`src/rtl/demux_4way_reg_if.sv`:
```
// demux_4way_reg_if: write-side bus of the registered 1-to-4 demux.
//   slave  : used by demux_4way_reg (takes the write request, drives the held slots)
//   master : used by whoever issues the writes
// Signals:
//   CLEAR, IN_VALID, CONTROL[1:0], DATA_IN[WIDTH-1:0]   request side
//   IN_READY, OUT0..OUT3[WIDTH-1:0], STROBE[3:0], BUSY  response side
// Optional macro DEMUX_4WAY_AUTO_INC_EN adds AUTO (request) and PTR[1:0] (response).
interface demux_4way_reg_if #(
  parameter int WIDTH = 5
);
  logic             CLEAR;
  logic             IN_VALID;
  logic             IN_READY;
  logic [1:0]       CONTROL;
  logic [WIDTH-1:0] DATA_IN;
  logic [WIDTH-1:0] OUT0;
  logic [WIDTH-1:0] OUT1;
  logic [WIDTH-1:0] OUT2;
  logic [WIDTH-1:0] OUT3;
  logic [3:0]       STROBE;
  logic             BUSY;
`ifdef DEMUX_4WAY_AUTO_INC_EN
  logic             AUTO;
  logic [1:0]       PTR;

  modport slave  (input  CLEAR, IN_VALID, CONTROL, DATA_IN, AUTO,
                  output IN_READY, OUT0, OUT1, OUT2, OUT3, STROBE, BUSY, PTR);
  modport master (output CLEAR, IN_VALID, CONTROL, DATA_IN, AUTO,
                  input  IN_READY, OUT0, OUT1, OUT2, OUT3, STROBE, BUSY, PTR);
`else
  modport slave  (input  CLEAR, IN_VALID, CONTROL, DATA_IN,
                  output IN_READY, OUT0, OUT1, OUT2, OUT3, STROBE, BUSY);
  modport master (output CLEAR, IN_VALID, CONTROL, DATA_IN,
                  input  IN_READY, OUT0, OUT1, OUT2, OUT3, STROBE, BUSY);
`endif
endinterface

```
`src/rtl/demux_4way_reg.sv`:
```
// demux_4way_reg: registered 1-to-4 demultiplexer with optional write cooldown.
//   A write (IN_VALID & IN_READY) latches DATA_IN into slot CONTROL; the slot
//   shows it one cycle later with a one-cycle one-hot STROBE. After each write
//   the block can hold IN_READY low for HOLD_CYCLES cycles (BUSY high).
// Ports:
//   CLK    rising-edge clock
//   RESET  asynchronous active-high reset
//   bus    demux_4way_reg_if.slave (request/response signals)
// Parameters: WIDTH, HOLD_CYCLES (0..15), RESET_VAL.
// Optional macro DEMUX_4WAY_AUTO_INC_EN: AUTO=1 routes writes to an internal
//   wrapping pointer PTR instead of CONTROL.
module demux_4way_reg #(
  parameter int               WIDTH       = 5,
  parameter int               HOLD_CYCLES = 0,
  parameter logic [WIDTH-1:0] RESET_VAL   = '0
) (
  input  logic                  CLK,
  input  logic                  RESET,
  demux_4way_reg_if.slave       bus
);

  typedef enum logic {IDLE = 1'b0, HOLD = 1'b1} state_t;

  localparam bit       HAS_HOLD  = (HOLD_CYCLES != 0);
  // Counter starts at HOLD_CYCLES-1 so IN_READY is low for exactly HOLD_CYCLES cycles.
  localparam logic [3:0] HOLD_INIT = HAS_HOLD ? 4'(HOLD_CYCLES - 1) : 4'd0;

  state_t                    r_state, w_state_nxt;
  logic [3:0]                r_cnt, w_cnt_nxt;
  logic [3:0][WIDTH-1:0]     r_out;
  logic [3:0]                r_strobe;
  logic                      w_accept;
  logic [1:0]                w_sel;

  assign w_accept = bus.IN_VALID && (r_state == IDLE);

`ifdef DEMUX_4WAY_AUTO_INC_EN
  logic [1:0] r_ptr;

  assign w_sel   = bus.AUTO ? r_ptr : bus.CONTROL;
  assign bus.PTR = r_ptr;

  // Pointer survives CLEAR; only RESET brings it back to slot 0.
  always_ff @(posedge CLK or posedge RESET) begin
    if (RESET)                     r_ptr <= 2'd0;
    else if (w_accept && bus.AUTO) r_ptr <= r_ptr + 2'd1;
  end
`else
  assign w_sel = bus.CONTROL;
`endif

  always_comb begin
    w_state_nxt = r_state;
    w_cnt_nxt   = r_cnt;
    case (r_state)
      IDLE: if (w_accept && HAS_HOLD) begin
        w_state_nxt = HOLD;
        w_cnt_nxt   = HOLD_INIT;
      end
      HOLD: begin
        if (r_cnt == 4'd0) w_state_nxt = IDLE;
        else               w_cnt_nxt   = r_cnt - 4'd1;
      end
      default: w_state_nxt = IDLE;
    endcase
  end

  always_ff @(posedge CLK or posedge RESET) begin
    if (RESET) begin
      r_state <= IDLE;
      r_cnt   <= 4'd0;
    end else begin
      r_state <= w_state_nxt;
      r_cnt   <= w_cnt_nxt;
    end
  end

  // Slot registers: a write to a slot beats CLEAR for that slot only.
  always_ff @(posedge CLK or posedge RESET) begin
    if (RESET) begin
      r_out    <= {4{RESET_VAL}};
      r_strobe <= 4'd0;
    end else begin
      r_strobe <= w_accept ? (4'b0001 << w_sel) : 4'd0;
      for (int i = 0; i < 4; i++) begin
        if (w_accept && (w_sel == 2'(i))) r_out[i] <= bus.DATA_IN;
        else if (bus.CLEAR)               r_out[i] <= RESET_VAL;
      end
    end
  end

  assign bus.IN_READY = (r_state == IDLE);
  assign bus.BUSY     = (r_state == HOLD);
  assign bus.STROBE   = r_strobe;
  assign bus.OUT0     = r_out[0];
  assign bus.OUT1     = r_out[1];
  assign bus.OUT2     = r_out[2];
  assign bus.OUT3     = r_out[3];

endmodule
```
`src/flat_wrapper.sv`:
```
// flat-port wrapper written by rule: the top's interface ports become plain ports
module demux_4way_reg_flat 
#(
  parameter int               WIDTH       = 5,
  parameter int               HOLD_CYCLES = 0,
  parameter logic [WIDTH-1:0] RESET_VAL   = '0
)
  (CLK, RESET, bus_CLEAR, bus_IN_VALID, bus_CONTROL, bus_DATA_IN, bus_IN_READY, bus_OUT0, bus_OUT1, bus_OUT2, bus_OUT3, bus_STROBE, bus_BUSY);
  demux_4way_reg_if #(.WIDTH(WIDTH)) bus_i ();
  input  logic CLK;
  input  logic RESET;
  input wire logic [$bits(bus_i.CLEAR)-1:0] bus_CLEAR;
  input wire logic [$bits(bus_i.IN_VALID)-1:0] bus_IN_VALID;
  input wire logic [$bits(bus_i.CONTROL)-1:0] bus_CONTROL;
  input wire logic [$bits(bus_i.DATA_IN)-1:0] bus_DATA_IN;
  output wire logic [$bits(bus_i.IN_READY)-1:0] bus_IN_READY;
  output wire logic [$bits(bus_i.OUT0)-1:0] bus_OUT0;
  output wire logic [$bits(bus_i.OUT1)-1:0] bus_OUT1;
  output wire logic [$bits(bus_i.OUT2)-1:0] bus_OUT2;
  output wire logic [$bits(bus_i.OUT3)-1:0] bus_OUT3;
  output wire logic [$bits(bus_i.STROBE)-1:0] bus_STROBE;
  output wire logic [$bits(bus_i.BUSY)-1:0] bus_BUSY;
  assign bus_i.CLEAR = bus_CLEAR;
  assign bus_i.IN_VALID = bus_IN_VALID;
  assign bus_i.CONTROL = bus_CONTROL;
  assign bus_i.DATA_IN = bus_DATA_IN;
  assign bus_IN_READY = bus_i.IN_READY;
  assign bus_OUT0 = bus_i.OUT0;
  assign bus_OUT1 = bus_i.OUT1;
  assign bus_OUT2 = bus_i.OUT2;
  assign bus_OUT3 = bus_i.OUT3;
  assign bus_STROBE = bus_i.STROBE;
  assign bus_BUSY = bus_i.BUSY;
  demux_4way_reg #(.WIDTH(WIDTH), .HOLD_CYCLES(HOLD_CYCLES), .RESET_VAL(RESET_VAL)) u_core (.CLK(CLK), .RESET(RESET), .bus(bus_i));
endmodule
```
`config.mk`:
```
export PLATFORM = sky130hd
export DESIGN_NAME = demux_4way_reg_flat
export DESIGN_NICKNAME = d
export VERILOG_FILES = /design/src/rtl/demux_4way_reg_if.sv /design/src/rtl/demux_4way_reg.sv /design/src/flat_wrapper.sv
export SDC_FILE = /design/constraint.sdc
export NUM_CORES = 1
export LEC_CHECK = 0
export BUFFER_PORTS_ARGS = -buffer_cell sky130_fd_sc_hd__clkbuf_2
export CORE_UTILIZATION = 53
export CTS_CLUSTER_SIZE = 8
export DETAILED_ROUTE_END_ITERATION = 7
export PLACE_DENSITY = 0.82
export SYNTH_ARGS = -nofsm -noshare
export SYNTH_HDL_FRONTEND = slang
export SYNTH_SLANG_ARGS = --single-unit
export TNS_END_PERCENT = 5
```
`constraint.sdc`:
```
create_clock -name CLK -period 2.9 [get_ports CLK]
set_clock_uncertainty 0.2 [all_clocks]
set_input_delay 0.145 -clock CLK [delete_from_list [all_inputs] [get_ports CLK]]
set_output_delay 0.145 -clock CLK [all_outputs]
set_load 0.03 [all_outputs]
```
==> results of run 1 <==
[routing by layer]
metal | GRT usage | share of wire
met4 | 0.0714 | 0.015
met1 | 0.287 | 0.41
met3 | 0.0772 | 0.062
met2 | 0.392 | 0.51
met5 | 0 | 0
[timing repair]
item	4_1_cts	5_1_grt
hold buffers	8	1
endpoints found under the hold margin	52	1
buffers inserted	0	0
[cell families after synthesis]
kind of cell	synth area share
simple gates	0.238
flops	0.595
compound gates	0.0821
buf+inv	0.0421
xor+xnor	0.0144
mux	0.0175
fa+ha+maj	0.0103
[cell usage in the layout (no fill, tap or decap), drive strengths merged, types with 2 or more instances in the layout]
| cell | synthesis | routed |
|---|---|---|
| dlygate4sd3 | 0 | 9 |
| clkbuf | 2 | 43 |
| inv | 5 | 5 |
| nor4bb | 2 | 2 |
| nand2b | 20 | 20 |
| xnor2 | 2 | 2 |
| o21ai | 20 | 20 |
| nand2 | 22 | 22 |
| dfrtp | 29 | 29 |
[power by group through the flow]
stage                     combinational [mW]  sequential [mW]  clock [mW]
after global routing                   0.118            0.431       0.262
final                                  0.109            0.429       0.238
after detailed placement               0.100            0.437           0
after floorplan                       0.0327            0.470           0
after global placement                0.0977            0.436           0
after CTS                              0.108            0.429       0.244
[worst min-delay path by stage]
stage / from / to / slack (ns) / cells past startpoint
floorplan: RESET / u_core.bus.BUSY / 0.02 / 1
global placement: bus_DATA_IN[4] / u_core.bus.OUT3[4] / 0.20 / 3
detailed placement: bus_DATA_IN[2] / u_core.bus.OUT1[2] / 0.21 / 3
CTS: bus_IN_VALID / u_core.bus.STROBE[0] / 0.002 / 2
global route: bus_CLEAR / u_core.bus.OUT0[3] / 0.15 / 3
finish: bus_CLEAR / u_core.bus.OUT3[0] / 0.14 / 3
[worst max-delay path: stages]
cell	delay [ns]
dlygate4sd3_1	0.53
clkbuf_2	0.14
nor4bb_2	0.86
o21ai_0	0.22
[registers in the layout (all words and copies together) (netlist names)]
signal	cells
u_core.bus.OUT0	5
u_core.bus.STROBE	4
u_core.bus.BUSY	1
u_core.bus.OUT3	5
u_core.bus.OUT2	5
u_core.bus.OUT1	5
u_core.r_cnt	4
[area by class of cell]
cell class	instances	share of cell area
sequential	29	0.470
multi-input combinational	75	0.286
inverter	5	0.0121
timing repair buffer	45	0.175
clock buffer	7	0.0356
tap	27	0.0219
==> flow_summary.ini, run 1 <==
[power]
switching_share = 0.263
powerDensity_nw_per_um2 = 502
netSwitchingPower_uw = 204
p_int_uw = 572
power_leakage_nw = 0.776
peakVddDrop_mv = 0.349
power_frac_seq = 0.553
pwr-share-clk = 0.306
combPwrFrac = 0.141
finalPower_uw = 775

[timing]
final_hold_viol_count = 0
setup_viol = 0
setup_slack_ns = 0.961
setup-tns-final_ns = 0
timing.final.crit_period_ns = 1.94
finalMaxSlewViolations = 0
whs_ns = 0.141
finalCritPeriodShare = 0.669
relSlewSlack = 0.280
max_freq_ghz = 0.516
rsz0062_at_grt = false
tightest_slew_ns = 1.08

[drt]
detail-route-antenna-nets = 0
routedWlPerCell_um = 13.2
drc = 0
drt-total-wl_um = 2480
dr.pass1.iters = 5
drtIter0Drc = 10
via_per_inst = 5.10
vias = 959

[synth]
synth_top_cells_by_area = dfrtp_1 (60%), nand2b_1 (10%), nand2_1 (6.8%), o21ai_0 (6.6%), nor4bb_2 (2.7%)
syn-instance-count = 115
syn_nets = 127
netlist_area_sq_um = 1220
synth_top_area_share = 0.595
synth_flop_cell = dfrtp_1
synth_most_common_cell = dfrtp_1
synth.avg_cell_area_sq_um = 10.6
yosysSeqAreaShare = 0.595
synth-async-reset-ratio = 1.00
yosys_warnings = 0
synth_top_cell_by_area = dfrtp_1
synth_common_cells = dfrtp_1 (29), nand2_1 (22), nand2b_1 (20)
synth_edf_count = 0
synth_seq_cells = 29
synth_cell_types = 20

[setup_path]
crit_fanout = 11
crit_arrival_ns = 1.89
endpoint = u_core.bus.OUT2[4]
reg2reg_slack_ns = 0.97
reg2reg_to = u_core.bus.OUT2[4]
r2r_start = u_core.bus.BUSY
startpoint = bus_CONTROL[0]
required_ns = 2.85
r2r_cells = 2
end_kind = flop
setup.worst_path.start_class = input pin
critPathKind = input pin to flop

[worst_hold_path]
hold_path_class = input pin to flop

[clocking]
cts.sinks = 29
clk_latency_ns = 0.31
cts_buffers = 5
clk_pin_slew_ns = 0.08
max-clock-path-buffers = 2
htreeDepth = 2
cts-resized-gates = 0
root_buffer = clkbuf_4
cts_tree = yes

[placement]
gp_congestion = 0.762
io_buffers = 36
dp_worst_setup_slack_ns = 0.935
dp_cells = 172
dpl_cell_area_sq_um = 1400
dp_hpwl_um = 1660

[global_routing]
grt_pass1_wl_um = 4230
overflow = 0
grtUsageTotal = 0.235
antenna_found_initial = 0
first_global_vias = 920
grt_max_degree = 30

[floorplan]
dieHeight_um = 50.0
num_io_pins = 37
die_w_um = 50.0
initial_core_util = 0.591
placementRows = 16
dieArea_sq_um = 2500
core_area_sq_um = 2060

[finish]
num_antenna_cells = 0
multi_input_area_sq_um = 442
postLayoutCellArea_sq_um = 1550
area_growth_syn_to_layout_pct = 26.8
utilization = 0.749
num-fill-cells = 157
layout-drive-gt1-share = 0.286
fin_nets = 173
finalNonFillerCells = 188
regArea_sq_um = 726

[status]
status = finished, final reports clean

[flow_run]
drv_cap = 0
(Power assumes the default switching activity.)
==> run 2: changes to the inputs <==
CORE_UTILIZATION = 45   (was 53)
PLACE_DENSITY = 0.74   (was 0.82)
clock period = 1.7 ns   (was 2.9 ns; I/O delays follow)
==> run 2 against run 1 <==
- critical path depth rose by 1
- power is 72% higher
- routed wire length shrank 2.6%
- clock-buffer cell count stayed put
- combinational power rose by 72%
- first-iteration DRC count is 20% higher
- global-route usage shrank 4.4 points
- cell count rose by 3.2%
- sequential power grew 70%
- sequential cell count is the same
- cell area is 1.9% higher
- die area is 17% higher
==> flow_summary.ini, run 2 (synthesis results as in run 1) <==
[finish]
multi_input_area_sq_um = 447
utilization = 0.624
num-fill-cells = 218
mostFrequentLayoutCells = clkbuf_2 (36), dfrtp_1 (29), nand2_1 (21)
layout-drive-gt1-share = 0.317
final_common_cell = clkbuf_2
regArea_sq_um = 726
num_antenna_cells = 0
postLayoutCellArea_sq_um = 1570
fin_nets = 176
area_growth_syn_to_layout_pct = 29.2

[timing]
relSlewSlack = 0.756
finalCritPeriodShare = 0.946
max_freq_ghz = 0.622
setup_viol = 0
tightest_slew_ns = 0.366
rsz0062_at_grt = false
finalMaxSlewViolations = 0
setup_slack_ns = 0.0921
setup-tns-final_ns = 0
final_hold_viol_count = 0
timing.final.crit_period_ns = 1.61

[setup_path]
crit_chain = inv_1 > ha_1 > or3b_4 > nand2_2 > mux2i_1
required_ns = 1.75
r2r_cells = 5
end_kind = flop
cpPeakStageDelay_ns = 0.41
crit_fanout = 3
path_delay_family = simple AND/OR/NAND/NOR gates
cp_slowest_cell = dfrtp_1
setup.worst_path.start_class = flop
crit_arrival_ns = 1.66
cp.depth = 5
critPathKind = flop to flop
path_buf_inv = 1

[floorplan]
dieHeight_um = 54.0
dieArea_sq_um = 2920
initial_core_util = 0.483
die_w_um = 54.0
placementRows = 18
num_io_pins = 37
core_area_sq_um = 2520

[global_routing]
antenna_found_initial = 0
overflow = 0
first_global_vias = 907
grt_pass1_wl_um = 3680
grt_max_degree = 30
grtUsageTotal = 0.191

[placement]
gp_congestion = 0.656
dp_hpwl_um = 1700
dpl_cell_area_sq_um = 1430
io_buffers = 36
dp_worst_setup_slack_ns = 0.0604

[clocking]
root_buffer = clkbuf_4
htreeDepth = 2
max-clock-path-buffers = 2
clk_latency_ns = 0.32
cts.sinks = 29
clk_pin_slew_ns = 0.08
cts_buffers = 5
cts_tree = yes

[drt]
detail-route-antenna-nets = 0
via_per_inst = 4.87
routedWlPerCell_um = 12.5
drt-total-wl_um = 2420
dr.pass1.iters = 4
drc = 0
drtIter0Drc = 12
vias = 945

[power]
powerDensity_nw_per_um2 = 848
finalPower_mw = 1.33
power_leakage_nw = 0.790
peakVddDrop_mv = 0.652

[flow_run]
drv_cap = 0

[status]
status = finished, final reports clean

[worst_hold_path]
hold_path_class = input pin to flop
whs_path_depth = 3
[run 2: path summary, 6_finish.rpt]
path | from | to | slack (ns)
min | bus_IN_VALID | u_core.bus.STROBE[0] | 0.02
max in group asynchronous | RESET | u_core.bus.OUT2[4] | 0.89
max | u_core.r_cnt[0] | u_core.r_cnt[1] | 0.09
max reg2reg | u_core.r_cnt[0] | u_core.r_cnt[1] | 0.09
min in group asynchronous | RESET | u_core.bus.OUT3[3] | 0.14
min reg2reg | u_core.r_cnt[0] | u_core.r_cnt[0] | 0.31
[run 2: where the power goes]
part           switching [mW]  internal, mW
logic                   0.122        0.0664
registers              0.0139         0.717
clock network           0.221         0.195
total                   0.357         0.978
[run 2: tightest hold or removal path: stages]
cell and delay [ns]:
clkbuf_2 0.10, nor4b_2 0.15, buf_4 0.16
[run 2: metrics by stage]
step | hold WS [ns] | instances
6_report | 0.0234 | 194
5_1_grt | 0.0198 | 194
4_1_cts | 0.0173 | 194
3_5_place_dp | -0.0452 | 179
3_3_place_gp | -0.0553 | 179
2_1_floorplan | -0.0369 | 115
[run 2: routing by layer]
layer  vias up  track usage  wire, um
met2        31        0.337      1250
met3         6       0.0650       141
met1       438        0.191       981
met4         0        0.115        48
li1        470            -         -
met5         -            0         0
[run 2: area by class of cell]
type,instances,share of cell area
Sequential cell,29,0.461
Multi-Input combinational cell,75,0.284
Timing Repair Buffer,48,0.184
Clock buffer,7,0.0350
Tap cell,30,0.0238
Inverter,5,0.0119
[run 2: repair_timing]
action | in CTS | in global routing
gates resized for setup | 0 | 2
hold buffers | 8 | 0
endpoints found under the hold margin | 52 | 0
setup buffers | 0 | 0
setup endpoints to repair | 0 | 1
